### config.mk
export PLATFORM = sky130hd
export DESIGN_NAME = fifo_cmd_reader_flat
export DESIGN_NICKNAME = d
export VERILOG_FILES = /design/src/rtl/fifo_cmd_reader_if.sv /design/src/rtl/fifo_cmd_reader.sv /design/src/flat_wrapper.sv
export SDC_FILE = /design/constraint.sdc
export NUM_CORES = 1
export LEC_CHECK = 0
export BUFFER_PORTS_ARGS = -buffer_cell sky130_fd_sc_hd__buf_2
export CAP_MARGIN = 30
export CORE_MARGIN = 2
export CORE_UTILIZATION = 49
export DETAILED_ROUTE_END_ITERATION = 8
export PLACE_DENSITY = 0.89
export SLEW_MARGIN = 10
export SYNTH_ARGS = -nofsm -noshare
export SYNTH_HDL_FRONTEND = slang
export SYNTH_SLANG_ARGS = --single-unit
export TNS_END_PERCENT = 20
### constraint.sdc
create_clock -name clk -period 4.9 [get_ports clk]
set_clock_uncertainty 0.05 [all_clocks]
set_input_delay 0.245 -clock clk [delete_from_list [all_inputs] [get_ports clk]]
set_output_delay 0.245 -clock clk [all_outputs]
set_load 0.005 [all_outputs]
### src/rtl/fifo_cmd_reader_if.sv
// Bundle between the command FIFO read port, the command reader and the rasterizer
// front end.
//   master modport (the reader):
//     in : empty, r_data, cmd_ready, flush
//     out: r_enable, cmd_valid, cmd_opcode, cmd_x0, cmd_y0, cmd_x1, cmd_y1, cmd_color,
//          err, cmd_count
//   slave modport (FIFO / downstream / control side): the same signals, reversed.
interface fifo_cmd_reader_if #(
    parameter int unsigned DATA_W = 83,
    parameter int unsigned CNT_W  = 16
);
    logic              empty;
    logic [DATA_W-1:0] r_data;
    logic              r_enable;
    logic              cmd_ready;
    logic              cmd_valid;
    logic [2:0]        cmd_opcode;
    logic [9:0]        cmd_x0;
    logic [8:0]        cmd_y0;
    logic [9:0]        cmd_x1;
    logic [8:0]        cmd_y1;
    logic [23:0]       cmd_color;
    logic              flush;
    logic              err;
    logic [CNT_W-1:0]  cmd_count;

    modport master (
        input  empty, r_data, cmd_ready, flush,
        output r_enable, cmd_valid, cmd_opcode, cmd_x0, cmd_y0, cmd_x1, cmd_y1, cmd_color,
               err, cmd_count
    );

    modport slave (
        output empty, r_data, cmd_ready, flush,
        input  r_enable, cmd_valid, cmd_opcode, cmd_x0, cmd_y0, cmd_x1, cmd_y1, cmd_color,
               err, cmd_count
    );
endinterface

### src/rtl/fifo_cmd_reader.sv
// Read-side consumer of the 4-entry GPU command FIFO. Pops first-word-fall-through
// words, unpacks them into draw-command fields and offers them downstream over a
// valid/ready handshake. NOP words are dropped, an ILLEGAL opcode traps until a
// flush, and a flush drains the FIFO.
//   clk  : system clock, rising edge
//   rst  : asynchronous active-high reset
//   bus  : fifo_cmd_reader_if.master (FIFO read port, command outputs, flush, err,
//          issued-command counter)
module fifo_cmd_reader #(
    parameter int unsigned DATA_W = 83,
    parameter int unsigned CNT_W  = 16
) (
    input logic               clk,
    input logic               rst,
    fifo_cmd_reader_if.master bus
);
    localparam logic [2:0] OpNop     = 3'b111;
    localparam logic [2:0] OpIllegal = 3'b110;

    typedef enum logic [1:0] {StRun, StFlush, StError} state_e;

    state_e           state_q;
    logic             valid_q;
    logic             err_q;
    logic [CNT_W-1:0] count_q;
    logic [2:0]       opcode_q;
    logic [9:0]       x0_q;
    logic [8:0]       y0_q;
    logic [9:0]       x1_q;
    logic [8:0]       y1_q;
    logic [23:0]      color_q;

    logic [DATA_W-1:0] word;
    logic [2:0]        word_op;
    logic              pop;
    logic              handshake;
    logic              unused_rsvd;

    assign word        = bus.r_data;
    assign word_op     = word[82:80];
    assign unused_rsvd = ^word[17:0];
    assign handshake   = valid_q && bus.cmd_ready;

    // Pop strobe is combinational so a new word can be taken on the same edge the
    // current command handshakes.
    always_comb begin
        pop = 1'b0;
        if (!rst) begin
            case (state_q)
                StRun:   pop = !bus.empty && (!valid_q || bus.cmd_ready) && !bus.flush;
                StFlush: pop = !bus.empty;
                default: pop = 1'b0;
            endcase
        end
    end

    always_ff @(posedge clk or posedge rst) begin
        if (rst) begin
            state_q  <= StRun;
            valid_q  <= 1'b0;
            err_q    <= 1'b0;
            count_q  <= '0;
            opcode_q <= '0;
            x0_q     <= '0;
            y0_q     <= '0;
            x1_q     <= '0;
            y1_q     <= '0;
            color_q  <= '0;
        end else if (bus.flush) begin
            // A command pending on this edge is dropped and not counted.
            state_q <= StFlush;
            valid_q <= 1'b0;
            err_q   <= 1'b0;
        end else begin
            if (handshake) begin
                count_q <= count_q + 1'b1;
                valid_q <= 1'b0;
            end
            case (state_q)
                StRun: begin
                    if (pop) begin
                        if (word_op == OpIllegal) begin
                            err_q   <= 1'b1;
                            state_q <= StError;
                        end else if (word_op != OpNop) begin
                            // Overrides the handshake clear above: back-to-back issue.
                            valid_q  <= 1'b1;
                            opcode_q <= word[82:80];
                            x0_q     <= word[79:70];
                            y0_q     <= word[69:61];
                            x1_q     <= word[60:51];
                            y1_q     <= word[50:42];
                            color_q  <= word[41:18];
                        end
                    end
                end
                StFlush: begin
                    if (bus.empty) begin
                        state_q <= StRun;
                    end
                end
                default: ;
            endcase
        end
    end

    assign bus.r_enable   = pop;
    assign bus.cmd_valid  = valid_q;
    assign bus.cmd_opcode = opcode_q;
    assign bus.cmd_x0     = x0_q;
    assign bus.cmd_y0     = y0_q;
    assign bus.cmd_x1     = x1_q;
    assign bus.cmd_y1     = y1_q;
    assign bus.cmd_color  = color_q;
    assign bus.err        = err_q;
    assign bus.cmd_count  = count_q;
endmodule

### src/flat_wrapper.sv
// flat-port wrapper written by rule: the top's interface ports become plain ports
module fifo_cmd_reader_flat 
#(
    parameter int unsigned DATA_W = 83,
    parameter int unsigned CNT_W  = 16
)
  (clk, rst, bus_empty, bus_r_data, bus_cmd_ready, bus_flush, bus_r_enable, bus_cmd_valid, bus_cmd_opcode, bus_cmd_x0, bus_cmd_y0, bus_cmd_x1, bus_cmd_y1, bus_cmd_color, bus_err, bus_cmd_count);
  fifo_cmd_reader_if #(.DATA_W(DATA_W), .CNT_W(CNT_W)) bus_i ();
  input logic clk;
  input logic rst;
  input wire logic [$bits(bus_i.empty)-1:0] bus_empty;
  input wire logic [$bits(bus_i.r_data)-1:0] bus_r_data;
  input wire logic [$bits(bus_i.cmd_ready)-1:0] bus_cmd_ready;
  input wire logic [$bits(bus_i.flush)-1:0] bus_flush;
  output wire logic [$bits(bus_i.r_enable)-1:0] bus_r_enable;
  output wire logic [$bits(bus_i.cmd_valid)-1:0] bus_cmd_valid;
  output wire logic [$bits(bus_i.cmd_opcode)-1:0] bus_cmd_opcode;
  output wire logic [$bits(bus_i.cmd_x0)-1:0] bus_cmd_x0;
  output wire logic [$bits(bus_i.cmd_y0)-1:0] bus_cmd_y0;
  output wire logic [$bits(bus_i.cmd_x1)-1:0] bus_cmd_x1;
  output wire logic [$bits(bus_i.cmd_y1)-1:0] bus_cmd_y1;
  output wire logic [$bits(bus_i.cmd_color)-1:0] bus_cmd_color;
  output wire logic [$bits(bus_i.err)-1:0] bus_err;
  output wire logic [$bits(bus_i.cmd_count)-1:0] bus_cmd_count;
  assign bus_i.empty = bus_empty;
  assign bus_i.r_data = bus_r_data;
  assign bus_i.cmd_ready = bus_cmd_ready;
  assign bus_i.flush = bus_flush;
  assign bus_r_enable = bus_i.r_enable;
  assign bus_cmd_valid = bus_i.cmd_valid;
  assign bus_cmd_opcode = bus_i.cmd_opcode;
  assign bus_cmd_x0 = bus_i.cmd_x0;
  assign bus_cmd_y0 = bus_i.cmd_y0;
  assign bus_cmd_x1 = bus_i.cmd_x1;
  assign bus_cmd_y1 = bus_i.cmd_y1;
  assign bus_cmd_color = bus_i.cmd_color;
  assign bus_err = bus_i.err;
  assign bus_cmd_count = bus_i.cmd_count;
  fifo_cmd_reader #(.DATA_W(DATA_W), .CNT_W(CNT_W)) u_core (.clk(clk), .rst(rst), .bus(bus_i));
endmodule
## Word-level counts from Yosys, hierarchy flattened

Index checks and enable logic that the tools add are counted.

- Register bits after elaboration: 85
- Output and inout bits: 84
- Input port bits: 88

- Reductions and logical operators: 16
- Muxes and demuxes: 17
- Add/sub/neg operators: 1
- Bitwise logic cells: 2
- Equal/unequal tests: 6

Operator list:

| cell | count |
|---|---|
| 16-bit by 1-bit adder with 16-bit output (second input constant) | 1 |
| 1-bit two-way mux | 11 |
| 3-bit inequality test (second input constant) | 3 |
| 2-bit two-way mux | 4 |
| 2-bit nonzero test | 3 |
| 5-bit AND reduction | 1 |
| 2-bit one-hot mux with 2 select lines | 1 |
| 4-bit AND reduction | 1 |
| 3-bit == test (second input constant) | 1 |
| 1-bit logical AND | 3 |
| 1-bit zero test | 3 |
| 3-bit by 2-bit inequality test with 1-bit output (second input constant) | 1 |
| 3-bit AND reduction | 1 |
| 3-bit nonzero test | 1 |
| 2-bit by 1-bit == test with 1-bit output (second input constant) | 1 |
| 2-bit zero test | 1 |
| 1-bit NOT | 2 |
| 1-bit one-hot mux with 2 select lines | 1 |
| 2-bit AND reduction | 1 |
| 1-bit logical OR | 1 |

## Logic depth before layout (Yosys ltp)

- Depth after elaboration: 9
- Depth in mapped cells: 6

## Least setup slack after synthesis

No wires, ideal clock.

- Path kind: reg2reg
- Start: register u_core.valid_q, in the netlist u_core.bus.cmd_valid
- End: register u_core.color_q[0], in the netlist u_core.bus.cmd_color[0]
- Stages on the path, launching flop included: 7
- Clock period less this slack: 1.580 ns
- Arrival time: 1.405 ns
- Setup slack: 3.320 ns
- Cell sequence: dfrtp_1 -> nor2b_1 -> nor2_1 -> nand4b_1 -> buf_4 -> buf_6 -> mux2_4

- Cells in the longest elaborated chain, start to end: 7

RTL lines:

| item | RTL line | RTL |
|---|---|---|
| start, declared | fifo_cmd_reader.sv:23 | `logic valid_q;` |
| start signal, assigned | fifo_cmd_reader.sv:60 | `valid_q <= 1'b0;` |
| start signal, assigned | fifo_cmd_reader.sv:72 | `valid_q <= 1'b0;` |
| start signal, assigned | fifo_cmd_reader.sv:77 | `valid_q <= 1'b0;` |
| 1-bit zero test | fifo_cmd_reader.sv:50 | `StRun: pop = !bus.empty && (!valid_q \|\| bus.cmd_ready) && !bus.flush;` |
| 1-bit logical OR | fifo_cmd_reader.sv:50 |  |
| 1-bit logical AND (2 in a row) | fifo_cmd_reader.sv:50 |  |
| 1-bit one-hot mux with 2 select lines | fifo_cmd_reader.sv:49 | `case (state_q)` |
| 1-bit two-way mux | fifo_cmd_reader.sv:48 | `if (!rst) begin` |
| 5-bit AND reduction (no source line) | - |  |
| end signal, assigned | fifo_cmd_reader.sv:93 | `color_q <= word[41:18];` |
| end, declared | fifo_cmd_reader.sv:31 | `logic [23:0] color_q;` |

Every way passes these cells.
A chain may end at the register's enable or synchronous reset.

## Final worst setup path

- Start: register u_core.valid_q, in the netlist u_core.bus.cmd_valid
- End: register u_core.y0_q[5], in the netlist u_core.bus.cmd_y0[5]

- Cells in the longest elaborated chain, start to end: 7

RTL lines:

| item | RTL line | RTL |
|---|---|---|
| 1-bit zero test | fifo_cmd_reader.sv:50 |  |
| 1-bit logical OR | fifo_cmd_reader.sv:50 |  |
| 1-bit logical AND (2 in a row) | fifo_cmd_reader.sv:50 |  |
| 1-bit one-hot mux with 2 select lines | fifo_cmd_reader.sv:49 |  |
| 1-bit two-way mux | fifo_cmd_reader.sv:48 |  |
| 5-bit AND reduction (no source line) | - |  |
| end signal, assigned | fifo_cmd_reader.sv:90 | `y0_q <= word[69:61];` |
| end, declared | fifo_cmd_reader.sv:28 | `logic [8:0] y0_q;` |

Every way passes these cells.

==> flow_metrics.tcl <==
set metrics [dict create \
    status "completed" \
    rsz0062_at_grt "false" \
    holdCritPathClass "primary input to register" \
    synth_largest_type_area_fraction 0.615 \
    sequential_cell_area_um2 2130 \
    chipWidth_um 88.0 \
    max-cap-violations 0 \
    std_cell_rows 30 \
    dpl-instance-area_um2 4310 \
    synth_area_per_cell_um2 15.7 \
    element_type_at_the_critical_path_end "register" \
    timing.slew.headroom 0.573 \
    first_pass_grt_wire_length_um 10800 \
    hold_path_end "u_core.bus.cmd_color[15]" \
    period_needed_ns 2.04 \
    synthDistinctLibCells 28 \
    syn_nets 309 \
    setup_total_negative_slack_ns 0 \
    initial_core_util 0.507 \
    cell_chosen_for_the_clock_root "sky130_fd_sc_hd__clkbuf_8" \
    synth.cell_area_um2 3460 \
    most-common-layout-cells "153 x sky130_fd_sc_hd__buf_2, 85 x sky130_fd_sc_hd__dfrtp_1, 39 x sky130_fd_sc_hd__mux2_4" \
    drc 0 \
    antenna_found_initial 0 \
    cts_buffers 9 \
    first_pass_iters 4 \
    critical_path_required_ns 5.07 \
    p_sw_uw 419 \
    n_antenna_cell 0 \
    crit_slowest_cell "sky130_fd_sc_hd__dfrtp_1" \
    vias_per_cell 4.84 \
    n_fill_cell 524 \
    worstPathCellList "nor2b_1, nor2_1, nand4b_1, buf_6, buf_12, mux2_2" \
    floorplan.core_area_um2 6830 \
    final_max_tran_viols 0 \
    postLayoutCellArea_um2 4550 \
    crit_path_start_kind "register" \
    pwr_density_cell_nw_per_um2 389 \
    num_vias 2334 \
    hold-path-cell-count 2 \
    post_cts.repair.setup_buffers 0 \
    timing.setup.critical_path_class "register to register" \
    crit_fanout 54 \
    main_area_contributors_after_synthesis "sky130_fd_sc_hd__dfrtp_1 61%, sky130_fd_sc_hd__mux2_4 17%, sky130_fd_sc_hd__mux2_2 8.5%" \
    worst_ep_arrival_time_ns 2.22 \
    top_level_ports 172 \
    grt_use_total 0.181 \
    ys_seq_area_frac 0.615 \
    clk_network_pwr_share 0.303 \
    placement.io_buffers 153 \
    cellLeakagePower_uw 0.00257 \
    r2r_start "u_core.bus.cmd_valid" \
    r2r_cells 6 \
    ctsHoldBuffers 1 \
    preCtsSetupSlack_ns 2.39 \
    finalNetCount 470 \
    cts.reportedPaths.clkPinSlew_ns 0.08 \
    design.die.area_um2 7750 \
    multi_input_area_um2 1260 \
    number_of_h_tree_levels 3 \
    routed_wirelength_um 7040 \
    hold_violations 0 \
    final_antenna_net_count 0 \
    clock_latency_ns 0.33 \
    syn_to_final_growth_pct 31.5 \
    yosysWarnings 0 \
    reg2reg_capture_point "u_core.bus.cmd_y0[5]" \
    gr-total-overflow 0 \
    pin_count_of_the_biggest_net_entering_global_routing 55 \
    power.internal_uw 1350 \
    vias_in_the_first_global_route 2411 \
    seq_power_share 0.500 \
    cts.path.max_buffers 2 \
    worstHoldStart "bus_r_data[33]" \
    final-setup-viol-count 0 \
    dp_hpwl_um 5070 \
    power.share.switching 0.236 \
    yosys.area.top_type "sky130_fd_sc_hd__dfrtp_1" \
    post_cts_resized 0 \
    chipHeight_um 88.0 \
    finalWorstSetupSlack_ns 2.86 \
    max_stage_delay_ns 0.40 \
    postSynthRegisterBits 85 \
    wl_per_cell_um 14.6 \
    worst_slew_pin_slew_ns 0.639 \
    fin_worst_hold_slack_ns 0.0828 \
    finalWeightedCongestion 0.729 \
    detail_route.iter0.violations 66 \
    final_common_cell "sky130_fd_sc_hd__buf_2" \
    vdd_drop_max_v 0.000224 \
    highest_clock_rate_mhz 489 \
    power_frac_comb 0.198 \
    synthCells 220 \
    numClockSinks 85 \
    final_min_period_over_clock_period 0.417 \
    rrSetupSlack_ns 2.86 \
    layout-drive-gt1-share 0.611 \
    tritoncts "yes" \
]
-- state kept, by name, summed over array words and instances, names as in the netlist --
register and flops:
u_core.bus.cmd_color 24, u_core.bus.cmd_count 16, u_core.bus.cmd_opcode 3, u_core.bus.cmd_valid 1, u_core.bus.cmd_x0 10, u_core.bus.cmd_x1 10
u_core.bus.cmd_y0 9, u_core.bus.cmd_y1 9, u_core.bus.err 1, u_core.state_q 2
-- power by group through the flow --
stage,registers (uW),logic (uW),clock network (uW)
floorplan,908,163,0
global placement,890,345,0
detailed placement,897,354,0
CTS,885,357,555
global route,899,384,579
finish,885,350,537
-- metal layers --
metal / global-route usage / part of all wire / up-vias
met5: 0 / 0 / -
met4: 0.0702 / 0.010 / 0
met3: 0.0377 / 0.060 / 6
met2: 0.320 / 0.50 / 93
met1: 0.217 / 0.43 / 1144
li1: - / - / 1091
-- worst max path at each step --
stage                          from                 endpoint  slack (ns)  cells past startpoint
3_5_place_dp   u_core.bus.cmd_valid  u_core.bus.cmd_color[8]        2.39                      5
4_1_cts                         rst  u_core.bus.cmd_color[3]        2.31                      6
6_report       u_core.bus.cmd_valid     u_core.bus.cmd_y0[5]        2.86                      6
3_3_place_gp   u_core.bus.cmd_valid     u_core.bus.cmd_x0[8]        2.48                      5
2_1_floorplan                   rst  u_core.bus.cmd_color[0]        2.41                      1
5_1_grt        u_core.bus.cmd_valid     u_core.bus.cmd_y0[7]        2.79                      6
-- metrics by stage --
step	std cells	util	total power (uW)
final	482	0.666	1770
after global routing	482	0.666	1860
after CTS	481	0.665	1800
after detailed placement	464	0.631	1250
after global placement	464	0.631	1240
after floorplan	220	-	1070
-- worst max-delay path, delay by kind of cell (launching register included) --
family	cells	cell delay, ns
simple gates	3	0.50
mux	1	0.38
flops	1	0.40
buf+inv	2	0.54
-- logic make-up (layout without fill, tap and decap cells) --
logic type | after synthesis | in the layout | share of synthesized area
buf+inv | 10 | 176 | 0.0213
fa+ha+maj | 1 | 1 | 0.00361
xor+xnor | 15 | 15 | 0.0380
simple gates | 38 | 38 | 0.0586
compound gates | 6 | 6 | 0.0101
flops | 85 | 85 | 0.615
mux | 65 | 65 | 0.254
-- cells in the mapped netlist (all sizes together) --
library cell and n:
nand2b 2, nand4b 1, buf 7, inv 3
nand4 6, o21ai 1, and4 1, nand3b 2
xor2 3, nor3 2, and3 1, ha 1
dfrtp 85, xnor2 12, a21oi 3, nor2b 1
and2 1, nor4 1, a21o 1, nand3 4
mux2 65, nor2 9, o21a 1, nand2 7
-- final cells by class --
| cell class | instances | area share |
|---|---|---|
| clock buffer | 13 | 0.0327 |
| inverter | 3 | 0.00275 |
| tap | 96 | 0.0264 |
| clock inverter | 3 | 0.0151 |
| multi-input combinational | 125 | 0.277 |
| timing repair buffer | 157 | 0.179 |
| sequential | 85 | 0.467 |
(Power assumes the default switching activity.)
